## src/rtl/fetch_pkg.sv

```systemverilog
// Shared definitions for the instruction-fetch stage: counter encodings,
// PC increment and the branch-predictor entry layout.
package fetch_pkg;

    // 2-bit saturating branch counter
    typedef enum logic [1:0] {
        SNT = 2'b00,
        WNT = 2'b01,
        WT  = 2'b10,
        ST  = 2'b11
    } ctr_t;

    localparam logic [31:0] PC_STEP = 32'd4;

    // Tags are stored in a field wide enough for the smallest index width;
    // unused upper bits stay zero.
    localparam int TAG_FIELD_W = 30;

    typedef struct packed {
        logic                   valid;
        logic [TAG_FIELD_W-1:0] tag;
        logic [31:0]            target;
        ctr_t                   ctr;
    } bht_entry_t;

    // Saturating counter step towards the resolved outcome
    function automatic ctr_t ctr_step(input ctr_t cur, input logic taken);
        ctr_t res;
        res = cur;
        if (taken) begin
            case (cur)
                SNT:     res = WNT;
                WNT:     res = WT;
                default: res = ST;
            endcase
        end else begin
            case (cur)
                ST:      res = WT;
                WT:      res = WNT;
                default: res = SNT;
            endcase
        end
        return res;
    endfunction

endpackage

```

## src/rtl/branch_predictor.sv

```systemverilog
// Direct-mapped branch history table plus branch target buffer.
// Lookup is purely combinational; updates are written at the clock edge,
// so a same-cycle lookup of the entry being updated sees the old contents.
module branch_predictor
    import fetch_pkg::*;
#(
    parameter int IDX_W = 4
) (
    input  logic        clk,
    input  logic        reset,
    input  logic [29:0] lookup_word,
    output logic        hit_take,
    output logic [31:0] hit_target,
    input  logic        update_en,
    input  logic [29:0] update_word,
    input  logic        update_taken,
    input  logic [31:0] update_target
);

    localparam int ENTRIES = 1 << IDX_W;

    bht_entry_t entries [ENTRIES];

    logic [IDX_W-1:0]       lookup_idx;
    logic [TAG_FIELD_W-1:0] lookup_tag;
    logic [IDX_W-1:0]       update_idx;
    logic [TAG_FIELD_W-1:0] update_tag;
    bht_entry_t             lookup_entry;

    // Split word addresses into index and zero-extended tag
    always_comb begin
        lookup_idx = lookup_word[IDX_W-1:0];
        lookup_tag = {{IDX_W{1'b0}}, lookup_word[29:IDX_W]};
        update_idx = update_word[IDX_W-1:0];
        update_tag = {{IDX_W{1'b0}}, update_word[29:IDX_W]};
    end

    // Combinational prediction for the word currently being fetched
    always_comb begin
        lookup_entry = entries[lookup_idx];
        hit_take     = lookup_entry.valid &&
                       (lookup_entry.tag == lookup_tag) &&
                       (lookup_entry.ctr inside {WT, ST});
        hit_target   = lookup_entry.target;
    end

    generate
        for (genvar gi = 0; gi < ENTRIES; gi++) begin : g_entry
            // Per-entry state: taken outcomes (re)allocate the entry,
            // not-taken outcomes only age the counter.
            always_ff @(posedge clk or posedge reset) begin
                if (reset) begin
                    entries[gi].valid  <= 1'b0;
                    entries[gi].tag    <= '0;
                    entries[gi].target <= '0;
                    entries[gi].ctr    <= WNT;
                end else if (update_en && (update_idx == IDX_W'(gi))) begin
                    entries[gi].ctr <= ctr_step(entries[gi].ctr, update_taken);
                    if (update_taken) begin
                        entries[gi].valid  <= 1'b1;
                        entries[gi].tag    <= update_tag;
                        entries[gi].target <= update_target;
                    end
                end
            end
        end
    endgenerate

endmodule

```

## src/rtl/if_fetch_stage.sv

```systemverilog
// Instruction-fetch stage: owns the PC, drives the instruction-memory
// address and redirects on EX mispredicts, ID jumps and predicted-taken
// branches.
module if_fetch_stage
    import fetch_pkg::*;
#(
    parameter int          BHT_IDX_W = 4,
    parameter logic [31:0] RESET_PC  = 32'h0
) (
    input  logic        clk,
    input  logic        reset,
    input  logic        EX_stall,
    input  logic        ID_branch,
    input  logic [31:0] ID_jump_target,
    input  logic        EX_branch,
    input  logic        EX_zero,
    input  logic        EX_pred_take,
    input  logic [31:0] EX_pc,
    input  logic [31:0] EX_branch_target,
    output logic [31:0] inst_mem_read_addr,
    output logic        IF_take
);

    logic [31:0] pc_reg;
    logic [31:0] pc_next;
    logic        mispredict;
    logic        update_en;
    logic [29:0] update_word;
    logic        pred_take;
    logic [31:0] pred_target;

    // Resolution signals; EX_pc is branch+4, so the branch word is one less.
    // A stalled EX stage must not train the predictor, even on a mispredict.
    always_comb begin
        mispredict  = EX_branch && (EX_zero != EX_pred_take);
        update_en   = EX_branch && !EX_stall;
        update_word = EX_pc[31:2] - 30'd1;
    end

    branch_predictor #(
        .IDX_W (BHT_IDX_W)
    ) u_predictor (
        .clk           (clk),
        .reset         (reset),
        .lookup_word   (pc_reg[31:2]),
        .hit_take      (pred_take),
        .hit_target    (pred_target),
        .update_en     (update_en),
        .update_word   (update_word),
        .update_taken  (EX_zero),
        .update_target (EX_branch_target)
    );

    // Next-PC priority: mispredict > stall > ID jump > prediction > +4
    always_comb begin
        pc_next = pc_reg + PC_STEP;
        if (mispredict) begin
            pc_next = EX_zero ? EX_branch_target : EX_pc;
        end else if (EX_stall) begin
            pc_next = pc_reg;
        end else if (ID_branch) begin
            pc_next = ID_jump_target;
        end else if (pred_take) begin
            pc_next = pred_target;
        end
    end

    // Program counter register
    always_ff @(posedge clk or posedge reset) begin
        if (reset) begin
            pc_reg <= RESET_PC;
        end else begin
            pc_reg <= pc_next;
        end
    end

    assign inst_mem_read_addr = pc_reg;
    assign IF_take            = pred_take;

endmodule

```

## config.mk

```make
export PLATFORM = sky130hd
export DESIGN_NAME = if_fetch_stage
export DESIGN_NICKNAME = d
export VERILOG_FILES = /design/src/rtl/fetch_pkg.sv /design/src/rtl/branch_predictor.sv /design/src/rtl/if_fetch_stage.sv
export SDC_FILE = /design/constraint.sdc
export NUM_CORES = 2
export LEC_CHECK = 0
export ABC_AREA = 1
export CELL_PAD_IN_SITES_DETAIL_PLACEMENT = 0
export CELL_PAD_IN_SITES_GLOBAL_PLACEMENT = 2
export CORE_UTILIZATION = 40
export CTS_CLUSTER_DIAMETER = 60
export DETAILED_ROUTE_END_ITERATION = 6
export PLACE_DENSITY_LB_ADDON = 0.1
export RECOVER_POWER = 50
export SLEW_MARGIN = 10
export SYNTH_ARGS = -nofsm -noshare
export SYNTH_HDL_FRONTEND = slang
export SYNTH_SLANG_ARGS = --single-unit
```

## constraint.sdc

```tcl
create_clock -name clk -period 78.9 [get_ports clk]
set_input_delay 11.835 -clock clk [delete_from_list [all_inputs] [get_ports clk]]
set_output_delay 11.835 -clock clk [all_outputs]
set_load 0.01 [all_outputs]
```

==> flow_summary.json <==
{
  "gr-total-overflow": 0,
  "ys_seq_area_frac": 0.5120,
  "synth_area_leaders": "dfrtp_1 (50%), nand2_1 (15%), o21ai_0 (13%)",
  "timing.fmax_ghz": 0.04597,
  "first_global_vias": 41250,
  "std_cell_rows": 128,
  "num-fill-cells": 12560,
  "p_per_area_nw_per_um2": 29.12,
  "crit_slowest_cell": "clkinvlp_2",
  "regArea_um2": 25250,
  "area_growth_syn_to_layout_pct": 13.04,
  "path_cells": "dlygate4sd3_1 -> clkinvlp_2 -> clkbuf_1 -> clkbuf_1 -> buf_4 -> buf_4",
  "placedCellCount": 7860,
  "yosysTopAreaCell": "dfrtp_1",
  "cts_root_buf": "clkbuf_16",
  "netlist_area_um2": 49310,
  "slew_headroom": -2.890,
  "synth.avg_cell_area_um2": 7.600,
  "postSynthNetCount": 6592,
  "arrival_ps": 22520,
  "drtIter0Drc": 4243,
  "drt_first_pass_iters": 6,
  "ys_types": 48,
  "outcome": "finished, violations left",
  "clock_sinks": 1008,
  "avgViaCountPerCell": 5.351,
  "postCtsSetupRepairBufs": 0,
  "crit_buf_inv": 6,
  "post_drt_wl_per_cell_um": 23.58,
  "end_kind": "async pin",
  "cts_resized": 0,
  "synth_top_area_frac": 0.5034,
  "drive_above_1_share": 0.05223,
  "required_ps": 79660,
  "clk_pin_slew_ps": 60,
  "hold_slack_ps": 466.0,
  "setup-tns-final_ps": 0,
  "path_delay_family": "buffers and inverters",
  "clk_path_buf_depth": 3,
  "netlist_instances": 6488,
  "final_cells": 8101,
  "total_power_mw": 1.623,
  "setup_violations": 0,
  "violations": "max-capacitance violations, max-slew violations",
  "cts_tree": "built",
  "wl_um": 191100,
  "antenna_found_initial": 11,
  "period_share": 0.2757,
  "die_h_um": 353.1,
  "numPortBuffers": 135,
  "grt_setup_unrepaired": "no",
  "maxSlewViolCount": 1878,
  "die_width_um": 353.1,
  "synthArstFlopShare": 1.000,
  "finalCriticalPeriod_ps": 21750,
  "grt_use_total": 0.3078,
  "grt_max_degree": 188,
  "cts-buffers-inserted": 132,
  "dp_hpwl_um": 115300,
  "synth.most_common_cell": "nand2_1",
  "path_class": "input pin to async pin",
  "hold_viol": 0,
  "yosys_warnings": 0,
  "peakVddDrop_uv": 23.06,
  "core_um2": 122000,
  "final_util": 0.4567,
  "synth_common_cells": "nand2_1 (1915), o21ai_0 (1304), dfrtp_1 (992)",
  "multi_input_area_um2": 19670,
  "htreeDepth": 4,
  "tightestPinTransition_ps": 5835,
  "synth-seq-cells": 1008,
  "antenna_left": 0,
  "leakagePower_nw": 26.48,
  "grt_pass1_wl_um": 285300,
  "dieArea_um2": 124700,
  "crit_path_max_incr_delay_ps": 3160,
  "num_vias": 43350,
  "cts-hold-fix-buffers": 0,
  "final_nets": 6473,
  "initial_core_util": 0.4040,
  "place.gp.congestion": 0.9341,
  "skew_ps": 23.17,
  "drcViolationCount": 0,
  "crit_path_max_fanout": 113,
  "critPathLaunchType": "input pin",
  "io_pins": 136,
  "hold_path.class": "flop to flop",
  "synthFlopType": "dfrtp_1",
  "drv_cap": 43,
  "synth_edf_count": 0,
  "clk_latency_ps": 770
}
==> per-layer routing <==
layer  share of wire  vias up  global-route usage
li1                -    20560                   -
met1            0.43    21190              0.4133
met2            0.47     1256              0.5039
met3           0.053      332             0.04253
met4           0.041        2              0.1191
met5        0.000099        -                   0
==> worst register-to-register path: stages (launching register included) <==
cell and delay [ps]:
dfrtp_4 670, buf_4 890, buf_12 750, nand2_1 190, nand3_1 110, nand2_1 60, nand2_1 50, nand2_1 80
inv_1 100, nand2_1 80, nand2_1 80, nand2_1 50, nor2_1 250, nand2_1 120, nor2_1 130, nand2_1 90
nor2_4 110, buf_4 370, nand2_1 120, nand3_1 250, nand2_1 110, nand2_1 70, nand2_1 40
==> flip-flops by register name, indices dropped and copies added, names as in the netlist <==
name,cells
u_predictor.entries,976
inst_mem_read_addr,32
==> worst paths after layout <==
path / startpoint / to / slack [ps] / cells past startpoint
max: reset / u_predictor.entries[131] / 57150 / 6
min: u_predictor.entries[909] / u_predictor.entries[909] / 470 / 1
max reg2reg: inst_mem_read_addr[2] / inst_mem_read_addr[18] / 74010 / 22
min reg2reg: u_predictor.entries[909] / u_predictor.entries[909] / 470 / 1
max in group clk: EX_zero / u_predictor.entries[396] / 57330 / 7
min in group asynchronous: reset / u_predictor.entries[216] / 13280 / 2
==> cell families after synthesis <==
group	count (synthesis)	share of synthesized area
fa+ha+maj	1	0.0002537
buf+inv	1095	0.08863
compound gates	1609	0.1700
flops	1008	0.5120
xor+xnor	33	0.006242
simple gates	2742	0.2229
==> where the power goes <==
part	total [mW]	internal (mW)	switching, mW
combinational	0.345	0.107	0.237
sequential	0.657	0.608	0.0489
clock	0.621	0.379	0.242
==> cell type report <==
class,count,area share
diodes,5,0.0002245
repair buffers,220,0.03419
inverters,622,0.04236
well taps,1625,0.03648
multi-input cells,4385,0.3529
clock inverters,44,0.009630
clock buffers,192,0.07114
flip-flops and latches,1008,0.4531
==> cell usage in the layout (no fill, tap or decap), drive strengths merged, types with 16 or more instances in the layout <==
master and count:
nor2 416, clkdlybuf4s50 108, dfrtp 992, inv 627, o21ai 1327, nand2 1924
a31oi 54, o211ai 26, o22ai 48, dfstp 16, a21oi 118, or2 17
clkinv 26, a22o 23, xor2 32, buf 51, clkbuf 227, dlygate4sd3 26
nand3 356
==> stage by stage <==
step	worst slack [ps]	area, um2
after global placement	62260	51560
after floorplan	38730	49310
after global routing	55430	55730
final	57150	55740
after detailed placement	62280	51560
after CTS	61420	56060
Note: power is estimated with default switching activity, not from simulation.
